### config.mk
export PLATFORM = sky130hd
export DESIGN_NAME = pipe_drain_fifo
export DESIGN_NICKNAME = d
export VERILOG_FILES = /design/src/rtl/pipe_pkg.sv /design/src/rtl/fifo_mem_2p.sv /design/src/rtl/pipe_drain_fifo.sv
export SDC_FILE = /design/constraint.sdc
export NUM_CORES = 1
export LEC_CHECK = 0
export ABC_AREA = 0
export CORE_UTILIZATION = 60
export CTS_CLUSTER_SIZE = 16
export DETAILED_ROUTE_END_ITERATION = 16
export GPL_ROUTABILITY_DRIVEN = 0
export PLACE_DENSITY = 0.88
export SYNTH_ARGS = -nofsm -noshare
export SYNTH_HDL_FRONTEND = slang
export SYNTH_HIERARCHICAL = 1
export SYNTH_SLANG_ARGS = --single-unit
### constraint.sdc
create_clock -name clk_in -period 5.9 [get_ports clk_in]
set_input_delay 1.475 -clock clk_in [delete_from_list [all_inputs] [get_ports clk_in]]
set_output_delay 1.475 -clock clk_in [all_outputs]
set_load 0.01 [all_outputs]
### src/rtl/pipe_pkg.sv
// Shared width helpers and defaults for the pipeline drain FIFO slice.
// Pure declarations: no logic, no latency, no backpressure of its own.
package pipe_pkg;

  localparam int DATA_W    = 10;
  localparam int DEF_DEPTH = 8;

  function automatic int ptr_w(input int depth);
    return (depth > 1) ? $clog2(depth) : 1;
  endfunction

  // One extra bit so a counter can hold the value DEPTH itself.
  function automatic int cnt_w(input int depth);
    return ptr_w(depth) + 1;
  endfunction

  typedef logic [cnt_w(DEF_DEPTH)-1:0] cnt_t;

endpackage

### src/rtl/fifo_mem_2p.sv
// DEPTH x WIDTH register array, one synchronous write port, one asynchronous read port.
// Write lands on the clock edge, read is combinational from the address; no reset, no backpressure.
module fifo_mem_2p
  import pipe_pkg::*;
#(
  parameter int WIDTH = DATA_W,
  parameter int DEPTH = DEF_DEPTH
) (
  input  logic                    clk_i,
  input  logic                    wr_en_i,
  input  logic [ptr_w(DEPTH)-1:0] wr_addr_i,
  input  logic [WIDTH-1:0]        wr_data_i,
  input  logic [ptr_w(DEPTH)-1:0] rd_addr_i,
  output logic [WIDTH-1:0]        rd_data_o
);

  logic [WIDTH-1:0] mem_q [DEPTH];

  always_ff @(posedge clk_i) begin
    if (wr_en_i) begin
      mem_q[wr_addr_i] <= wr_data_i;
    end
  end

  assign rd_data_o = mem_q[rd_addr_i];

endmodule

### src/rtl/pipe_drain_fifo.sv
// Credit-granting FWFT buffer at the tail of a fixed-latency pipeline; words surface 1 cycle after arrival.
// Downstream stalls via out_ready; upstream is throttled by credit_out, which only counts pops a cycle late.
module pipe_drain_fifo
  import pipe_pkg::*;
#(
  parameter int WIDTH   = DATA_W,
  parameter int DEPTH   = DEF_DEPTH,
  parameter int LATENCY = 1
) (
  input  logic                     clk_in,
  input  logic                     rst_in,
  input  logic                     issue_in,
  output logic                     credit_out,
  input  logic                     in_valid,
  input  logic [WIDTH-1:0]         in_data,
  output logic                     out_valid,
  output logic [WIDTH-1:0]         out_data,
  input  logic                     out_ready,
  output logic [$clog2(DEPTH):0]   count_out,
  output logic                     err_out
);

  localparam int PW = ptr_w(DEPTH);
  localparam int CW = cnt_w(DEPTH);

  logic [PW-1:0]      wr_ptr_q, wr_ptr_d;
  logic [PW-1:0]      rd_ptr_q, rd_ptr_d;
  logic [CW-1:0]      count_q, count_d;
  logic [CW-1:0]      inflight_q, inflight_d;
  logic               err_q, err_d;
  logic [LATENCY-1:0] iss_hist_q, iss_hist_d;

  logic [CW:0] occupancy;
  logic        push, pop, iss, full, solicited, push_acc;

  always_comb begin
    occupancy  = {1'b0, count_q} + {1'b0, inflight_q};
    credit_out = occupancy < (CW+1)'(DEPTH);
    out_valid  = (count_q != '0);
    full       = (count_q == CW'(DEPTH));

    push      = in_valid;
    pop       = out_valid & out_ready;
    iss       = issue_in & credit_out;
    // A word with nothing outstanding is unsolicited and must not drive inflight below zero.
    solicited = push & (inflight_q != '0);
    push_acc  = push & (~full | pop);
  end

  always_comb begin
    wr_ptr_d   = push_acc ? wr_ptr_q + PW'(1) : wr_ptr_q;
    rd_ptr_d   = pop ? rd_ptr_q + PW'(1) : rd_ptr_q;
    count_d    = count_q + CW'(push_acc) - CW'(pop);
    inflight_d = inflight_q + CW'(iss) - CW'(solicited);
    err_d      = err_q
               | (issue_in & ~credit_out)
               | (push & ~solicited)
               | (push & ~push_acc);
    iss_hist_d = (iss_hist_q << 1) | LATENCY'(iss);
  end

  always_ff @(posedge clk_in) begin
    if (rst_in) begin
      wr_ptr_q   <= '0;
      rd_ptr_q   <= '0;
      count_q    <= '0;
      inflight_q <= '0;
      err_q      <= 1'b0;
      iss_hist_q <= '0;
    end else begin
      wr_ptr_q   <= wr_ptr_d;
      rd_ptr_q   <= rd_ptr_d;
      count_q    <= count_d;
      inflight_q <= inflight_d;
      err_q      <= err_d;
      iss_hist_q <= iss_hist_d;
      // Pipeline contract: every granted issue shows up exactly LATENCY cycles later.
      if (iss_hist_q[LATENCY-1]) begin
        assert (in_valid);
      end
      assert (inflight_q <= CW'(DEPTH));
    end
  end

  assign count_out = count_q;
  assign err_out   = err_q;

  fifo_mem_2p #(
    .WIDTH (WIDTH),
    .DEPTH (DEPTH)
  ) u_mem (
    .clk_i     (clk_in),
    .wr_en_i   (push_acc),
    .wr_addr_i (wr_ptr_q),
    .wr_data_i (in_data),
    .rd_addr_i (rd_ptr_q),
    .rd_data_o (out_data)
  );

endmodule

==> results_dict.tcl, run 1 <==
set metrics [dict create \
    end_kind "output port" \
    leakagePower_nw 1.64 \
    routed-via-count 2135 \
    grt_pass1_vias 2240 \
    crit_start "rd_ptr_q[0]$_SDFFE_PP0N_" \
    worstPathRequired_ns 4.43 \
    layoutNonFillerInstCount 352 \
    netlist.area_leader.share_pct 58.3 \
    placedInstanceArea_sq_mm 0.00450 \
    cts_buffer_depth 2 \
    cp_num_buf_inv 1 \
    synth.distinct_cells 38 \
    cp_max_fo 23 \
    synth_top_area_cell "edfxtp_1" \
    syn_nets 266 \
    internal-power_mw 1.26 \
    final_max_slew_viol_count 0 \
    yosys-top-cells-area "edfxtp_1 (58%), mux4_1 (13%), dfxtp_1 (7.3%), ha_1 (4.9%), mux2_2 (3.6%)" \
    hold_class "reg2reg" \
    fp-row-count 29 \
    critPathSlowestCell "dfxtp_1" \
    maxSlewHeadroom_pct 17.2 \
    final_util_pct 72.1 \
    start_util_pct 63.4 \
    timing.rr.start "count_out[2]$_SDFF_PP0_" \
    final_cell_area_sq_mm 0.00468 \
    fin_skew_ns 0.0113 \
    yosysWarnings 6 \
    fp.dieW_microns 84.9 \
    totalWireLength_microns 7300 \
    slowest_delay_ns 1.14 \
    setup_viol 0 \
    clkTransAtPathRegs_ns 0.10 \
    antenna_cells 0 \
    path_class "reg2out" \
    synth_most_common_cell "edfxtp_1" \
    multi_input_area_sq_mm 0.00131 \
    cts.sinks 95 \
    cp_data_arrival_time_ns 2.96 \
    finalHoldViolCount 0 \
    track_usage_pct 22.7 \
    synth_ff_type "edfxtp_1" \
    r2r_slack_ns 3.13 \
    p_clk_share_pct 22.6 \
    postRouteAntennaNets 0 \
    status "complete, but fails checks" \
    port-buffer-count 31 \
    grt_pass1_wl_microns 11800 \
    cts_tree "yes" \
    cts_buffers 9 \
    synth_common_cells "edfxtp_1 (80), mux4_1 (20), ha_1 (16), inv_1 (16)" \
    grt_overflow_total 0 \
    ys_seq_area_share_pct 65.6 \
    timing.hold.ws_ns 0.570 \
    wl_per_cell_microns 20.7 \
    io_pins 32 \
    path_cells "mux4_1 > mux2_2 > clkdlybuf4s50_1" \
    cap_violations 0 \
    postSynthCellCount 233 \
    worstSkewPairLatency_ns 0.36 \
    max_freq_ghz 0.226 \
    p_switching_uw 539 \
    register_area_sq_mm 0.00270 \
    htreeDepth 3 \
    ir_drop_mv 0.236 \
    fin_crit_sh_pct 75.1 \
    tns_ns 0 \
    first_pass_iters 11 \
    cts_resized 0 \
    min_from "err_out$_SDFF_PP0_" \
    ys_seq_elements 95 \
    fin_nets 303 \
    cp_top_family "flip-flops" \
    first_iter_violations 125 \
    power_density_mw_per_mm2 384 \
    fill_cells 369 \
    via_per_inst 6.07 \
    period_needed_ns 4.43 \
    rsz0062_at_grt "no" \
    synth_edf_count 80 \
    cts_root_buffer "clkbuf_8" \
    p_sw_share_pct 30.0 \
    cts_hold_buffers 0 \
    hpwl_microns 4570 \
    grt_max_degree 24 \
    worst_pin_slew_ns 1.24 \
    syn_avg_cell_area_sq_um 17.7 \
    p_seq_share_pct 47.8 \
    synthArstFlopShare_pct 0 \
    combPwrFrac_pct 29.6 \
    drc 2 \
    cp-start-kind "flop" \
    area_delta_synth_final_pct 13.7 \
    synth_area_sq_mm 0.00412 \
    final_layout_size_suffix_gt1_share_pct 12.7 \
    violations "design-rule violations" \
    cts_setup_buffers 0 \
    die_area_sq_mm 0.00720 \
    place_inst 336 \
    core_sq_mm 0.00649 \
    antenna_found_initial 0 \
    chipHeight_microns 84.9 \
]
## worst paths after layout
path,end,cells after the start
worst max-delay path,out_data[3],3
worst min-delay path,err_out$_SDFF_PP0_,2
worst max register to register,inflight_q[3]$_SDFF_PP0_,10
worst min register to register,err_out$_SDFF_PP0_,2
## kinds of logic after synthesis
| group | after synthesis | share of synthesized area, % |
|---|---|---|
| fa+ha+maj | 18 | 5.83 |
| xor+xnor | 2 | 0.425 |
| buf+inv | 24 | 2.58 |
| mux | 34 | 16.6 |
| flops | 95 | 65.6 |
| compound gates | 19 | 3.55 |
| simple gates | 41 | 5.47 |
## worst min-delay path, stage by stage (launching register included)
cell and delay (ns):
dfxtp_1 0.34, a211oi_1 0.05, o22ai_1 0.13
## cell usage in the layout (no fill, tap or decap), types with 2 or more instances in the layout
| cell type | Yosys | final |
|---|---|---|
| fa_1 | 2 | 2 |
| a211oi_1 | 2 | 2 |
| dfxtp_1 | 15 | 15 |
| nand2_1 | 5 | 5 |
| clkdlybuf4s50_1 | 0 | 31 |
| nor2_1 | 15 | 15 |
| inv_6 | 0 | 3 |
| clkbuf_8 | 0 | 9 |
| a21oi_1 | 5 | 5 |
| o21ai_0 | 2 | 2 |
| inv_1 | 16 | 16 |
| a21o_1 | 2 | 2 |
| xnor2_1 | 2 | 2 |
| ha_1 | 16 | 16 |
| edfxtp_1 | 80 | 80 |
| mux4_1 | 20 | 20 |
| inv_8 | 0 | 2 |
| nor2b_1 | 7 | 7 |
| nand2b_1 | 5 | 5 |
| nor3_1 | 2 | 2 |
| buf_4 | 0 | 2 |
| mux2_2 | 13 | 13 |
## power by group through the flow
stage / combinational, mW / clock (mW) / sequential (mW)
4_1_cts: 0.538 / 0.412 / 0.861
2_1_floorplan: 0.368 / 0 / 0.843
6_report: 0.534 / 0.406 / 0.861
5_1_grt: 0.590 / 0.442 / 0.870
3_3_place_gp: 0.509 / 0 / 0.871
3_5_place_dp: 0.533 / 0 / 0.876
## cell type report
| type | instances | area share [%] |
|---|---|---|
| Timing Repair Buffer | 33 | 6.94 |
| Inverter | 17 | 1.36 |
| Clock buffer | 9 | 2.64 |
| Multi-Input combinational cell | 114 | 28.0 |
| Sequential cell | 95 | 57.7 |
| Clock inverter | 7 | 1.31 |
| Tap cell | 77 | 2.06 |
## state kept, by name, summed over array words and instances (netlist names)
register     count
count_out        4
rd_ptr_q         3
inflight_q       4
u_mem/mem_q     80
wr_ptr_q         3
err_out          1
## per-stage QoR
step                setup slack [ns]  power [mW]
floorplan                       2.76        1.21
global placement                1.93        1.38
detailed placement              1.86        1.41
CTS                             1.45        1.81
global route                    1.39        1.90
finish                          1.47        1.80
## layer usage
| layer | global-route usage (%) | share of wire (%) | vias to the layer above |
|---|---|---|---|
| li1 | - | - | 999 |
| met1 | 30.5 | 43 | 1076 |
| met2 | 36.7 | 51 | 54 |
| met3 | 4.57 | 4.5 | 6 |
| met4 | 10.3 | 0.93 | 0 |
| met5 | 0 | 0 | - |
No activity file was read; power rests on OpenSTA's default activity.
==> run 2, diff against run 1 <==
CORE_UTILIZATION = 58   (was 60)
PLACE_DENSITY = 0.85   (was 0.88)
clock period = 4.2 ns   (was 5.9 ns; I/O delays follow)
==> results_dict.tcl, run 2 (same netlist as run 1, synthesis figures left out) <==
set metrics [dict create \
    hpwl_microns 4560 \
    combPwrFrac_pct 30.9 \
    path_class "reg2out" \
    first_iter_violations 174 \
    timing.rr.start "count_out[2]$_SDFF_PP0_" \
    htreeDepth 3 \
    period_needed_ns 3.57 \
    p_seq_share_pct 47.0 \
    p_clk_share_pct 22.0 \
    worst_pin_slew_ns 0.952 \
    antenna_cells 0 \
    status "finished, final reports clean" \
    cp_data_arrival_time_ns 2.52 \
    clkTransAtPathRegs_ns 0.09 \
    max_flop_register "u_mem/mem_q" \
    final_common_cell "edfxtp_1" \
    cts_hold_buffers 0 \
    r2r_end "inflight_q[3]$_SDFF_PP0_" \
    power_density_mw_per_mm2 527 \
    antenna_found_initial 0 \
    final_max_slew_viol_count 0 \
    place_inst 363 \
    largest_reg_flops 80 \
    port-buffer-count 31 \
    cts.sinks 95 \
    grt_pass1_wl_microns 11100 \
    chipHeight_microns 86.3 \
    first_pass_iters 4 \
    final_layout_size_suffix_gt1_share_pct 15.2 \
    area_delta_synth_final_pct 15.6 \
    hold_end "rd_ptr_q[0]$_SDFFE_PP0N_" \
    cts_buffers 9 \
    p_sw_share_pct 29.4 \
    start_util_pct 60.3 \
    core_sq_mm 0.00683 \
    r2r_slack_ns 1.48 \
    cts_setup_buffers 0 \
    track_usage_pct 20.8 \
    worstSkewPairLatency_ns 0.36 \
    fp.dieW_microns 86.3 \
    totalWireLength_microns 7010 \
    timing.hold.ws_ns 0.536 \
    ir_drop_mv 0.424 \
    tns_ns 0 \
    end_kind "output port" \
    grt_pass1_vias 2166 \
    fin_crit_sh_pct 84.9 \
    fin_nets 311 \
    p_switching_uw 737 \
    setup_ws_ns 0.633 \
    rr_worst_depth 10 \
    cp_max_fo 22 \
    wl_per_cell_microns 18.5 \
    hold_class "reg2reg" \
    via_per_inst 5.72 \
    internal-power_mw 1.77 \
    cts_buffer_depth 2 \
    holdPathStages 2 \
    finalHoldViolCount 0 \
    cp-start-kind "flop" \
    maxSlewHeadroom_pct 36.4 \
    grt_overflow_total 0 \
    drc 0 \
    cts_resized 0 \
    fin_skew_ns 0.0128 \
    layout_common_cells "edfxtp_1 (80), clkdlybuf4s50_1 (31), mux4_1 (20), inv_1 (16), ha_1 (16)" \
    max_freq_ghz 0.280 \
    cap_violations 0 \
    grt_max_degree 23 \
    leakagePower_nw 1.67 \
    cts_tree "yes" \
    worstPathRequired_ns 3.15 \
    place_ws_ns 0.792 \
    die_area_sq_mm 0.00745 \
    rsz0062_at_grt "no" \
    cts_root_buffer "clkbuf_8" \
    io_pins 32 \
    routed-via-count 2169 \
    layoutNonFillerInstCount 379 \
    fp-row-count 30 \
    setup_viol 0 \
    postRouteAntennaNets 0 \
    min_from "rd_ptr_q[0]$_SDFFE_PP0N_" \
]
==> run 2: cell count changes in the layout (fill, tap and decap cells not counted) <==
cell	before	now
buf_4	2	10
inv_6	3	1
clkinv_1	1	0
clkbuf_1	0	1
clkinvlp_4	0	3
clkinv_4	1	0
==> run 2: stage by stage <==
stage	area [sq um]	total power, mW	util [%]
floorplan	4120	1.70	-
finish	4760	2.51	69.7
global placement	4580	1.96	67.1
global route	4760	2.65	69.7
CTS	4760	2.53	69.7
detailed placement	4580	1.98	67.1
==> run 2: final cells by class <==
type                       count  area [sq um]
timing repair buffer          41           385
sequential                    95          2700
fill                         447          2070
multi-input combinational    114          1310
clock inverter                 6          53.8
tap                           96           120
clock buffer                  10           128
inverter                      17          63.8
==> run 2: worst max-delay path by stage <==
stage	start	endpoint	depth (start not counted)
floorplan	count_out[2]$_SDFF_PP0_	inflight_q[3]$_SDFF_PP0_	10
global placement	out_ready	count_out[3]$_SDFF_PP0_	10
detailed placement	out_ready	count_out[3]$_SDFF_PP0_	10
CTS	rd_ptr_q[2]$_SDFFE_PP0N_	out_data[6]	3
global route	rd_ptr_q[2]$_SDFFE_PP0N_	out_data[6]	3
finish	rd_ptr_q[2]$_SDFFE_PP0N_	out_data[6]	3
==> run 2: metal layers <==
| layer | share of wire, % | wire, microns | track usage, % |
|---|---|---|---|
| met1 | 45 | 3160 | 28.5 |
| met5 | 0 | 0 | 0 |
| met4 | 1.6 | 112 | 9.09 |
| met3 | 4.5 | 312 | 3.52 |
| met2 | 49 | 3430 | 33.3 |
==> run 2: power groups by stage <==
stage / clock, mW / sequential, mW / combinational (mW)
final: 0.553 / 1.18 / 0.776
after global routing: 0.600 / 1.19 / 0.854
after CTS: 0.564 / 1.18 / 0.785
after detailed placement: 0 / 1.20 / 0.782
after global placement: 0 / 1.20 / 0.757
after floorplan: 0 / 1.18 / 0.516
==> run 2: critical path: stages (launching register included) <==
cell and delay (ns):
dfxtp_1 0.95, mux4_1 0.43, mux2_2 0.30, clkdlybuf4s50_1 0.48
==> run 3, diff against run 2 <==
CORE_UTILIZATION = 52   (was 58)
PLACE_DENSITY = 0.81   (was 0.85)
clock period = 3.2 ns   (was 4.2 ns; I/O delays follow)
==> results_dict.tcl, run 3 (same netlist as run 1, synthesis figures left out) <==
set metrics [dict create \
    status "finished, final reports clean" \
    cp_num_buf_inv 2 \
    place_inst 375 \
    port-buffer-count 31 \
    worstPathRequired_ns 2.40 \
    cap_violations 0 \
    final_layout_size_suffix_gt1_share_pct 17.6 \
    cts.sinks 95 \
    hold_end "rd_ptr_q[0]$_SDFFE_PP0N_" \
    cp_top_family "multiplexers" \
    holdPathStages 2 \
    cts_hold_buffers 0 \
    cts_buffer_depth 2 \
    fp.dieW_microns 91.0 \
    first_iter_violations 183 \
    place_ws_ns 0.109 \
    wl_per_cell_microns 17.9 \
    maxSlewHeadroom_pct 56.0 \
    path_cells "buf_12 > mux4_1 > mux2_2 > clkdlybuf4s50_1" \
    antenna_found_initial 0 \
    routed-via-count 2175 \
    hpwl_microns 4610 \
    htreeDepth 3 \
    final_max_slew_viol_count 0 \
    io_pins 32 \
    drc 0 \
    track_usage_pct 18.4 \
    first_pass_iters 4 \
    timing.rr.start "count_out[2]$_SDFF_PP0_" \
    power_density_mw_per_mm2 691 \
    layout_common_cells "edfxtp_1 (80), clkdlybuf4s50_1 (31), mux4_1 (20), inv_1 (16), ha_1 (16)" \
    cts_buffers 9 \
    cp_data_arrival_time_ns 2.30 \
    setup_ws_ns 0.103 \
    min_from "rd_ptr_q[0]$_SDFFE_PP0N_" \
    cp-start-kind "flop" \
    chipHeight_microns 91.0 \
    r2r_end "inflight_q[3]$_SDFF_PP0_" \
    fin_skew_ns 0.00996 \
    r2r_slack_ns 0.51 \
    grt_pass1_vias 2189 \
    core_sq_mm 0.00769 \
    cp_max_fo 20 \
    grt_max_degree 21 \
    worst_pin_slew_ns 0.659 \
    power_mw 3.35 \
    grt_overflow_total 0 \
    fin_nets 317 \
    grt_pass1_wl_microns 11100 \
    via_per_inst 5.56 \
    final_common_cell "edfxtp_1" \
    final_util_pct 63.1 \
    worstSkewPairLatency_ns 0.36 \
    rsz0062_at_grt "no" \
    fill_cells 558 \
    totalWireLength_microns 6990 \
    cts_setup_buffers 0 \
    finalHoldViolCount 0 \
    layoutNonFillerInstCount 391 \
    die_area_sq_mm 0.00828 \
    postRouteAntennaNets 0 \
    period_needed_ns 3.10 \
    critPathSlowestCell "mux4_1" \
    setup_viol 0 \
    antenna_cells 0 \
    path_class "reg2out" \
    end_kind "output port" \
    fin_crit_sh_pct 96.8 \
    hold_class "reg2reg" \
    ir_drop_mv 0.387 \
    leakagePower_nw 1.71 \
    tns_ns 0 \
    max_freq_ghz 0.323 \
    largest_reg_flops 80 \
    clkTransAtPathRegs_ns 0.09 \
    cts_root_buffer "clkbuf_8" \
    max_flop_register "u_mem/mem_q" \
    area_delta_synth_final_pct 17.6 \
    slowest_delay_ns 0.58 \
    cts_tree "yes" \
    rr_worst_depth 10 \
    fp-row-count 32 \
    start_util_pct 53.6 \
]
-- run 3: worst max-delay path by stage --
stage | from | endpoint | cells past startpoint
after CTS | rd_ptr_q[0]$_SDFFE_PP0N_ | out_data[5] | 4
final | rd_ptr_q[0]$_SDFFE_PP0N_ | out_data[5] | 4
after global routing | rd_ptr_q[0]$_SDFFE_PP0N_ | out_data[5] | 4
after floorplan | count_out[2]$_SDFF_PP0_ | inflight_q[3]$_SDFF_PP0_ | 10
after global placement | out_ready | count_out[3]$_SDFF_PP0_ | 10
after detailed placement | out_ready | count_out[3]$_SDFF_PP0_ | 10
-- run 3: stage by stage --
stage	hold slack, ns	area (sq um)
3_3_place_gp	0.520	4650
6_report	0.558	4850
2_1_floorplan	0.469	4120
5_1_grt	0.602	4850
4_1_cts	0.573	4840
3_5_place_dp	0.545	4650
-- run 3: layout make-up --
type                    count  area (sq um)  share of cell area (%)
flip-flops and latches     95          2700                    55.8
repair buffers             47           443                    9.14
clock buffers               9           124                    2.56
clock inverters             7          66.3                    1.37
well taps                 102           128                    2.63
inverters                  17          63.8                    1.32
multi-input cells         114          1320                    27.2
-- run 3: tightest hold or removal path, cell delays in order (launching register included) --
cell	delay, ns
dfxtp_2	0.36
o21ai_0	0.09
a21oi_1	0.07
-- run 3: layer usage --
layer	track usage, %	up-vias	wire [microns]
li1	-	1031	-
met1	23.6	1071	3010
met2	30.2	63	3560
met3	4.44	10	314
met4	7.54	0	97
met5	0	-	0
-- run 3: power by group --
part	internal, mW	switching, mW	total (mW)
clock	0.300	0.445	0.745
combinational	0.596	0.452	1.05
sequential	1.46	0.0930	1.55
-- run 3: timing repair --
item | in CTS | in global routing
endpoints found under the setup margin | 0 | 10
endpoints found under the hold margin | 0 | 0
resized for setup | 0 | 2
